$ cat src/rtl/miriscv_arb_pkg.sv
// Shared types and constants for the fetch/LSU memory arbiter.
package miriscv_arb_pkg;

  typedef enum logic [1:0] {
    IDLE,
    ISSUE,
    WAIT
  } arb_state_e;

  typedef enum logic [1:0] {
    OWN_NONE,
    OWN_INSTR,
    OWN_DATA
  } arb_owner_e;

  // Wide enough for any XLEN up to 512; users slice the low XLEN/8 bits.
  localparam logic [63:0] INSTR_BE_ALL = '1;

endpackage

$ cat src/rtl/miriscv_arb_pick.sv
// Combinational winner selection. Fixed priority (data over instr) by default;
// round-robin on ties when MIRISCV_ARB_RR_EN is defined.
module miriscv_arb_pick
  import miriscv_arb_pkg::*;
(
  input  logic       instr_req,
  input  logic       data_req,
`ifdef MIRISCV_ARB_RR_EN
  input  arb_owner_e last_grant,
`endif
  output logic       grant_valid,
  output arb_owner_e grant
);

  always_comb begin
    grant_valid = instr_req | data_req;
    grant       = OWN_NONE;
    if (instr_req && data_req) begin
`ifdef MIRISCV_ARB_RR_EN
      grant = (last_grant == OWN_DATA) ? OWN_INSTR : OWN_DATA;
`else
      grant = OWN_DATA;
`endif
    end else if (instr_req) begin
      grant = OWN_INSTR;
    end else if (data_req) begin
      grant = OWN_DATA;
    end
  end

endmodule

$ cat src/rtl/miriscv_mem_arbiter.sv
// Shares one single-port memory between fetch and LSU, one transaction in flight,
// with a watchdog abort. Define MIRISCV_ARB_RR_EN for round-robin tie breaking.
//   state | meaning
//   IDLE  | sample requests, latch winner attributes
//   ISSUE | mem_req_o pulse, clear watchdog
//   WAIT  | route mem_rvalid_i to owner or abort on timeout
module miriscv_mem_arbiter
  import miriscv_arb_pkg::*;
#(
  parameter int XLEN           = 32,
  parameter int TIMEOUT_CYCLES = 255
) (
  input  logic              clk_i,
  input  logic              arstn_i,
  input  logic              instr_req_i,
  input  logic [XLEN-1:0]   instr_addr_i,
  output logic              instr_rvalid_o,
  output logic [XLEN-1:0]   instr_rdata_o,
  output logic              instr_err_o,
  input  logic              data_req_i,
  input  logic              data_we_i,
  input  logic [XLEN/8-1:0] data_be_i,
  input  logic [XLEN-1:0]   data_addr_i,
  input  logic [XLEN-1:0]   data_wdata_i,
  output logic              data_rvalid_o,
  output logic [XLEN-1:0]   data_rdata_o,
  output logic              data_err_o,
  output logic              mem_req_o,
  output logic              mem_we_o,
  output logic [XLEN/8-1:0] mem_be_o,
  output logic [XLEN-1:0]   mem_addr_o,
  output logic [XLEN-1:0]   mem_wdata_o,
  input  logic              mem_rvalid_i,
  input  logic [XLEN-1:0]   mem_rdata_i
);

  localparam int BW = XLEN / 8;
  localparam int CW = (TIMEOUT_CYCLES > 0) ? $clog2(TIMEOUT_CYCLES + 1) : 1;
  localparam logic [CW-1:0] TIMEOUT_VAL = CW'(TIMEOUT_CYCLES);

  arb_state_e state_q, state_d;
  arb_owner_e owner_q, owner_d;
  logic [CW-1:0]   wd_cnt_q, wd_cnt_d;
  logic            mem_req_d, mem_we_d;
  logic [BW-1:0]   mem_be_d;
  logic [XLEN-1:0] mem_addr_d, mem_wdata_d;
  logic            grant_valid;
  arb_owner_e      grant;
  logic            resp_real, timeout, resp_abort, done;

`ifdef MIRISCV_ARB_RR_EN
  arb_owner_e last_q;

  always_ff @(posedge clk_i or negedge arstn_i) begin
    if (!arstn_i) begin
      last_q <= OWN_DATA;
    end else if (state_q == IDLE && grant_valid) begin
      last_q <= grant;
    end
  end
`endif

  miriscv_arb_pick u_pick (
    .instr_req   (instr_req_i),
    .data_req    (data_req_i),
`ifdef MIRISCV_ARB_RR_EN
    .last_grant  (last_q),
`endif
    .grant_valid (grant_valid),
    .grant       (grant)
  );

  // A real response in the timeout cycle takes precedence over the abort.
  assign resp_real  = (state_q == WAIT) && mem_rvalid_i;
  assign timeout    = (state_q == WAIT) && (TIMEOUT_CYCLES != 0) && (wd_cnt_q == TIMEOUT_VAL);
  assign resp_abort = timeout && !mem_rvalid_i;
  assign done       = resp_real || resp_abort;

  always_comb begin
    state_d     = state_q;
    owner_d     = owner_q;
    wd_cnt_d    = wd_cnt_q;
    mem_req_d   = 1'b0;
    mem_we_d    = 1'b0;
    mem_be_d    = '0;
    mem_addr_d  = '0;
    mem_wdata_d = '0;
    case (state_q)
      IDLE: begin
        if (grant_valid) begin
          state_d   = ISSUE;
          owner_d   = grant;
          mem_req_d = 1'b1;
          if (grant == OWN_INSTR) begin
            mem_be_d   = INSTR_BE_ALL[BW-1:0];
            mem_addr_d = instr_addr_i;
          end else begin
            mem_we_d    = data_we_i;
            mem_be_d    = data_be_i;
            mem_addr_d  = data_addr_i;
            mem_wdata_d = data_wdata_i;
          end
        end
      end
      ISSUE: begin
        state_d  = WAIT;
        wd_cnt_d = '0;
      end
      WAIT: begin
        wd_cnt_d = wd_cnt_q + CW'(1);
        if (done) begin
          state_d = IDLE;
          owner_d = OWN_NONE;
        end
      end
      default: begin
        state_d = IDLE;
        owner_d = OWN_NONE;
      end
    endcase
  end

  always_ff @(posedge clk_i or negedge arstn_i) begin
    if (!arstn_i) begin
      state_q     <= IDLE;
      owner_q     <= OWN_NONE;
      wd_cnt_q    <= '0;
      mem_req_o   <= 1'b0;
      mem_we_o    <= 1'b0;
      mem_be_o    <= '0;
      mem_addr_o  <= '0;
      mem_wdata_o <= '0;
    end else begin
      state_q     <= state_d;
      owner_q     <= owner_d;
      wd_cnt_q    <= wd_cnt_d;
      mem_req_o   <= mem_req_d;
      mem_we_o    <= mem_we_d;
      mem_be_o    <= mem_be_d;
      mem_addr_o  <= mem_addr_d;
      mem_wdata_o <= mem_wdata_d;
    end
  end

  assign instr_rvalid_o = done && (owner_q == OWN_INSTR);
  assign instr_err_o    = resp_abort && (owner_q == OWN_INSTR);
  assign instr_rdata_o  = (resp_real && owner_q == OWN_INSTR) ? mem_rdata_i : '0;
  assign data_rvalid_o  = done && (owner_q == OWN_DATA);
  assign data_err_o     = resp_abort && (owner_q == OWN_DATA);
  assign data_rdata_o   = (resp_real && owner_q == OWN_DATA) ? mem_rdata_i : '0;

endmodule

$ cat config.mk
export PLATFORM = sky130hd
export DESIGN_NAME = miriscv_mem_arbiter
export DESIGN_NICKNAME = d
export VERILOG_FILES = /design/src/rtl/miriscv_arb_pkg.sv /design/src/rtl/miriscv_arb_pick.sv /design/src/rtl/miriscv_mem_arbiter.sv
export SDC_FILE = /design/constraint.sdc
export NUM_CORES = 1
export LEC_CHECK = 0
export ABC_AREA = 1
export CAP_MARGIN = 20
export CELL_PAD_IN_SITES_DETAIL_PLACEMENT = 1
export CELL_PAD_IN_SITES_GLOBAL_PLACEMENT = 1
export CORE_MARGIN = 2
export CORE_UTILIZATION = 23
export CTS_CLUSTER_DIAMETER = 150
export DETAILED_ROUTE_END_ITERATION = 8
export HOLD_SLACK_MARGIN = 0.15
export PLACE_DENSITY = 0.79
export SLEW_MARGIN = 20
export SYNTH_ARGS = -nofsm -noshare
export SYNTH_HDL_FRONTEND = slang
export SYNTH_HIERARCHICAL = 1
export SYNTH_SLANG_ARGS = --single-unit
$ cat constraint.sdc
create_clock -name clk_i -period 2 [get_ports clk_i]
set_input_delay 0.4 -clock clk_i [delete_from_list [all_inputs] [get_ports clk_i]]
set_output_delay 0.4 -clock clk_i [all_outputs]
set_load 0.02 [all_outputs]
==> summary.txt, run 1 <==
Placement
  • Gp weighted congestion: 0.797
  • Dpl ws: -0.453 ns
  • I/O Buffers: 275
  • Detailed Place HPWL: 11300 um
  • Post-Place Cell Area: 0.00681 mm2

STA
  • Fin Setup TNS: -0.421 ns
  • Fmax: 483 MHz
  • Tmin final: 2.07 ns
  • Measured slew at the worst slew-check pin: 0.577 ns
  • RSZ-0062 raised after global routing: yes
  • Final Cycle Share: 104%
  • Max Clock Skew: 0.00555 ns
  • Final Hold Fails: 0
  • Pins Over Slew Limit: 0
  • Worst slew margin: 61.5%
  • Setup-failing EPs final: 23
  • Setup ws final: -0.0706 ns

Synth
  • Ys Warns: 6
  • Yosys reg bits: 82
  • Distinct cells, synth: 24
  • Syn Std Cell Area: 0.00372 mm2
  • Top post-synthesis cells by area: dfrtp_1 55%, nor2_1 18%, nand2_1 6.2%
  • Avg Synthesized Cell Area: 7.89 um2
  • Yosys top cell area share: 55.1%
  • Asr flop ratio synth: 100%
  • Synthesized net count: 614
  • Number of synthesized flops with an enable pin: 0
  • Most area-hungry cell type in the Yosys netlist: dfrtp_1
  • Syn Inst Count: 472
  • Top FF cell, synth: dfrtp_1
  • Fraction of the yosys area taken by sequential cells: 55.1%

Route
  • Initial DRC Count: 82
  • Antenna viol nets, final: 0
  • WL per Instance: 15.8 um
  • Routed WL: 15500 um
  • Vias per Instance: 4.29
  • Drt first pass iters: 4
  • # DRC: 0
  • Vias: 4223

Die
  • # rows: 46
  • Top Ports: 276
  • Die height: 131 um
  • Die Wd: 131 um
  • Core Area: 0.0158 mm2
  • Full die area: 0.0172 mm2
  • Initial core utilization: 23.5%

Critical path
  • Data arrival, critical path: 1.67 ns
  • Critical Path Start Type: flop
  • Critical path capture point type: output port
  • Critical path class: flop to output port
  • CP required: 1.60 ns
  • Worst-path fanout max: 16
  • R2r worst-path depth: 11

Power
  • Reg power frac: 30.0%
  • Sw frac: 34.0%
  • Clock power frac: 28.1%
  • Maximum VDD drop: 0.448 mV
  • Total power: 7.37 mW
  • Int Power: 4.86 mW
  • Combinational power share: 41.9%
  • Leak: 3.62 nW
  • Net switching power: 2.51 mW
  • Cell area power density: 977 mW/mm2

Layout
  • Final core occ: 47.7%
  • Multi-input gate area: 0.00156 mm2
  • Fin area: 0.00754 mm2
  • FF/Latch Area: 0.00205 mm2
  • Share of post-route cells with drive strength above 1: 24.3%
  • Fillers: 1803
  • Antenna Cells: 0
  • Area delta synth->final: 103%
  • Fin nets: 906

Global route
  • Largest net degree at the start of global routing: 38
  • First-pass GRT wire length: 23900 um
  • Grt total ovfl: 0
  • Vias in the first global route: 4480
  • Antenna violations before repair: 0
  • GRT Overall Usage: 17.5%

Clock network
  • H-tree depth: 3
  • Worst-path clk slew: 0.06 ns
  • Worst skew pair latency: 0.33 ns
  • Clk buf depth: 2
  • CTS tree: built
  • CTS Buf Count: 9
  • Sink Count: 82
  • Root Driver: clkbuf_16

Hold path
  • Hold/Removal Path Class: flop to flop
  • Hold depth: 2

Job
  • Max_cap viols: 0

Run status
  • Failing checks: negative setup slack
  • Run status: finished, violations left
-- worst max-delay path: stages, from the launching register on --
cell	delay, ns
dfrtp_1	0.39
inv_2	0.08
ha_4	0.15
nand2_4	0.05
inv_4	0.07
nand3_4	0.11
buf_16	0.20
nor2_1	0.13
buf_4	0.16
-- state kept, by name (all words and copies together) (netlist names) --
signal / cells
mem_addr_o: 32
mem_wdata_o: 32
wd_cnt_q: 8
mem_be_o: 4
owner_q: 2
state_q: 2
mem_req_o: 1
mem_we_o: 1
-- power by group through the flow --
| stage | Combinational (mW) | Sequential, mW | Clock, mW |
|---|---|---|---|
| 2_1_floorplan | 0.963 | 2.72 | 0 |
| 3_3_place_gp | 2.90 | 2.22 | 0 |
| 3_5_place_dp | 2.94 | 2.24 | 0 |
| 4_1_cts | 3.03 | 2.22 | 2.13 |
| 5_1_grt | 3.36 | 2.26 | 2.20 |
| 6_report | 3.09 | 2.21 | 2.07 |
-- Yosys cell counts, drive strengths merged, types with 2 or more instances --
master  instances
nor2          184
nand3           6
nand4           3
ha              4
buf            24
a21oi           2
o21ai          40
nor3            3
nand2          63
inv            57
dfrtp          82
-- cell usage in the layout (no fill, tap or decap), types with 2 or more instances in the layout --
cell	n
nand4_1	3
ha_1	2
clkbuf_16	10
nand2_4	2
bufinv_16	4
o21ai_0	26
buf_6	48
o21ai_2	2
a21oi_1	2
buf_12	4
nor2_4	15
nand3_1	5
dfrtp_1	82
buf_4	45
nor2_2	41
nand2_1	57
inv_1	53
clkdlybuf4s50_1	206
nand2_2	4
inv_2	3
nor3_1	2
o21ai_1	12
nor2_1	128
-- through the flow --
stage / cells / hold slack, ns
final: 985 / 0.484
after global routing: 985 / 0.533
after CTS: 982 / 0.488
after detailed placement: 961 / 0.401
after global placement: 961 / 0.402
after floorplan: 472 / 0.104
-- metal layers --
layer / global-route usage [%] / routed length [um]
met1: 18.3 / 5510
met2: 32.0 / 7970
met3: 7.25 / 1620
met4: 5.07 / 431
met5: 0 / 0
-- timing repair --
item | CTS | global route
resized for setup | 381 | 94
endpoints found under the hold margin | 35 | 0
endpoints found under the setup margin | 68 | 69
pin swaps | 3 | 2
buffers inserted | 3 | 1
hold buffers | 1 | 0
cloned | 1 | 2
-- worst paths after layout --
check	slack, ns	startpoint	end
min in group asynchronous	0.57	arstn_i	mem_addr_o[5]$_DFF_PN0_
worst min-delay path	0.48	owner_q[1]$_DFFE_PN0P_	owner_q[1]$_DFFE_PN0P_
worst max register to register	0.19	state_q[0]$_DFFE_PN0P_	wd_cnt_q[4]$_DFFE_PN0P_
worst max-delay path	-0.07	state_q[0]$_DFFE_PN0P_	instr_rdata_o[11]
worst min register to register	0.48	owner_q[1]$_DFFE_PN0P_	owner_q[1]$_DFFE_PN0P_
max in group asynchronous	0.77	arstn_i	mem_wdata_o[4]$_DFF_PN0_
-- area by class of cell --
class                      count  area share, %
inverter                      57           2.87
tap                          216           3.58
timing repair buffer         306           40.9
multi-input combinational    308           20.6
clock buffer                  11           3.22
sequential                    82           27.2
clock inverter                 5           1.66
-- cells by family after synthesis --
logic type                 share of synthesized area, %
AOI/OAI and AO/OA                                  6.12
and+or+nand+nor                                    27.4
DFF                                                55.1
adders and majority gates                          1.34
buffers and inverters                              10.0
No activity file was read; power rests on OpenSTA's default activity.
==> run 2: changes to the inputs <==
Settings changed: SKIP_LAST_GASP from default to 1.
==> run 2 against run 1 <==
  * Sequential share of layout area up 1.1 points
  * Largest cell class unchanged
  * Die area stayed put
  * Hold slack about the same
  * The run still ends with negative setup slack left
  * Cell count stayed put
  * First-iteration DRC count rose by 9.8%
  * Clock skew is essentially flat
==> summary.txt, run 2 (same netlist as run 1, synthesis figures left out) <==
Run status
  • Run status: finished, violations left
  • Failing checks: negative setup slack

Die
  • Top Ports: 276
  • Initial core utilization: 23.5%
  • Core Area: 0.0158 mm2
  • Die height: 131 um
  • Die Wd: 131 um
  • Full die area: 0.0172 mm2
  • # rows: 46

Critical path
  • Worst R2R Start: state_q[0]$_DFFE_PN0P_
  • Critical Path Start Type: flop
  • Critical path capture point type: output port
  • R2r worst-path depth: 11
  • CP required: 1.60 ns
  • Critical path class: flop to output port
  • Data arrival, critical path: 1.63 ns
  • Worst reg2reg endpoint: wd_cnt_q[4]$_DFFE_PN0P_
  • R2R Setup Slk: 0.19 ns
  • Worst-path fanout max: 17

Job
  • Max_cap viols: 0

Clock network
  • Sink Count: 82
  • H-tree depth: 3
  • Clk buf depth: 2
  • Root Driver: clkbuf_16
  • CTS Buf Count: 9
  • Worst-path clk slew: 0.06 ns
  • CTS tree: built
  • Worst skew pair latency: 0.33 ns

STA
  • Final Cycle Share: 101%
  • Pins Over Slew Limit: 0
  • Max Clock Skew: 0.00569 ns
  • RSZ-0062 raised after global routing: yes
  • Tmin final: 2.03 ns
  • Measured slew at the worst slew-check pin: 0.576 ns
  • Setup-failing EPs final: 18
  • Setup ws final: -0.0269 ns
  • Final Hold Fails: 0
  • Fmax: 493 MHz
  • Worst slew margin: 61.6%

Hold path
  • Hold depth: 2
  • Hold/Removal Path Class: flop to flop
  • Hold_sp: owner_q[1]$_DFFE_PN0P_
  • Hold EP: owner_q[1]$_DFFE_PN0P_

Route
  • # DRC: 0
  • Vias per Instance: 4.26
  • WL per Instance: 15.4 um
  • Initial DRC Count: 90
  • Vias: 4194
  • Routed WL: 15100 um
  • Drt first pass iters: 4
  • Antenna viol nets, final: 0

Global route
  • Vias in the first global route: 4483
  • Grt total ovfl: 0
  • Largest net degree at the start of global routing: 38
  • First-pass GRT wire length: 23800 um
  • Antenna violations before repair: 0
  • GRT Overall Usage: 17.4%

Power
  • Cell area power density: 1010 mW/mm2
  • Maximum VDD drop: 0.449 mV
  • Total power: 7.32 mW
  • Leak: 3.60 nW

Placement
  • Detailed Place HPWL: 11300 um
  • Post-Place Cell Area: 0.00681 mm2
  • I/O Buffers: 275
  • Gp weighted congestion: 0.797

Layout
  • Final core occ: 45.9%
  • Commonest non-fill, non-tap cells in the layout: 206 x clkdlybuf4s50_1, 171 x nor2_1, 82 x dfrtp_1, 81 x buf_4, 57 x nand2_1
  • Fin area: 0.00726 mm2
  • Antenna Cells: 0
  • Commonest non-fill, non-tap cell in the layout: clkdlybuf4s50_1
  • Area delta synth->final: 95.1%
  • Largest regs: mem_addr_o (32), mem_wdata_o (32), wd_cnt_q (8)
  • Share of post-route cells with drive strength above 1: 18.7%
  • Fin nets: 906
run 2: what timing repair did:
| item | 4_1_cts | 5_1_grt |
|---|---|---|
| endpoints found under the setup margin | 68 | 69 |
| hold buffers | 1 | 0 |
| pin swaps | 3 | 2 |
| resized for setup | 356 | 32 |
| buffers inserted | 3 | 1 |
| endpoints found under the hold margin | 35 | 0 |
| gates cloned | 1 | 2 |
run 2: final cells by class:
cell class,instances,area [um2]
timing repair buffer,306,2950
multi-input combinational,308,1410
clock inverter,5,125
tap,216,270
sequential,82,2050
fill,1851,8570
clock buffer,11,243
inverter,57,216
run 2: metal layers:
layer  wire length (um)  global-route usage (%)  vias up
li1                   -                       -     1991
met1               5400                    17.9     1975
met2               7750                    31.6      205
met3               1620                    7.75       23
met4                373                    5.50        0
met5                  0                       0        -
run 2: how the worst max path moves through the flow:
stage | start | endpoint | slack [ns] | cells after the start
3_3_place_gp | mem_rvalid_i | data_rdata_o[3] | -0.41 | 7
3_5_place_dp | mem_rvalid_i | data_rdata_o[3] | -0.45 | 7
2_1_floorplan | state_q[0]$_DFFE_PN0P_ | data_rvalid_o | 0.19 | 6
6_report | state_q[0]$_DFFE_PN0P_ | instr_rdata_o[12] | -0.03 | 8
5_1_grt | state_q[0]$_DFFE_PN0P_ | instr_rdata_o[18] | -0.14 | 8
4_1_cts | state_q[0]$_DFFE_PN0P_ | instr_rdata_o[12] | -0.05 | 8
run 2: worst max-delay path: stages (launching register included):
cell and delay (ns):
dfrtp_1 0.39, inv_2 0.08, ha_4 0.14, nand2_2 0.06
inv_4 0.07, nand3_4 0.11, buf_12 0.18, nor2_1 0.11
buf_4 0.15
run 2: power by group:
part	internal [mW]	switching, mW
Clock	1.38	0.690
Combinational	1.39	1.64
Sequential	2.07	0.139
Total	4.84	2.47
run 2: stage by stage:
step	setup TNS (ns)	instances	setup WS, ns	hold WS (ns)
after floorplan	0	472	0.189	0.104
after global placement	-25.69	961	-0.410	0.402
after detailed placement	-26.35	961	-0.453	0.401
after CTS	-0.891	982	-0.0495	0.488
after global routing	-6.38	985	-0.139	0.533
final	-0.174	985	-0.0269	0.484
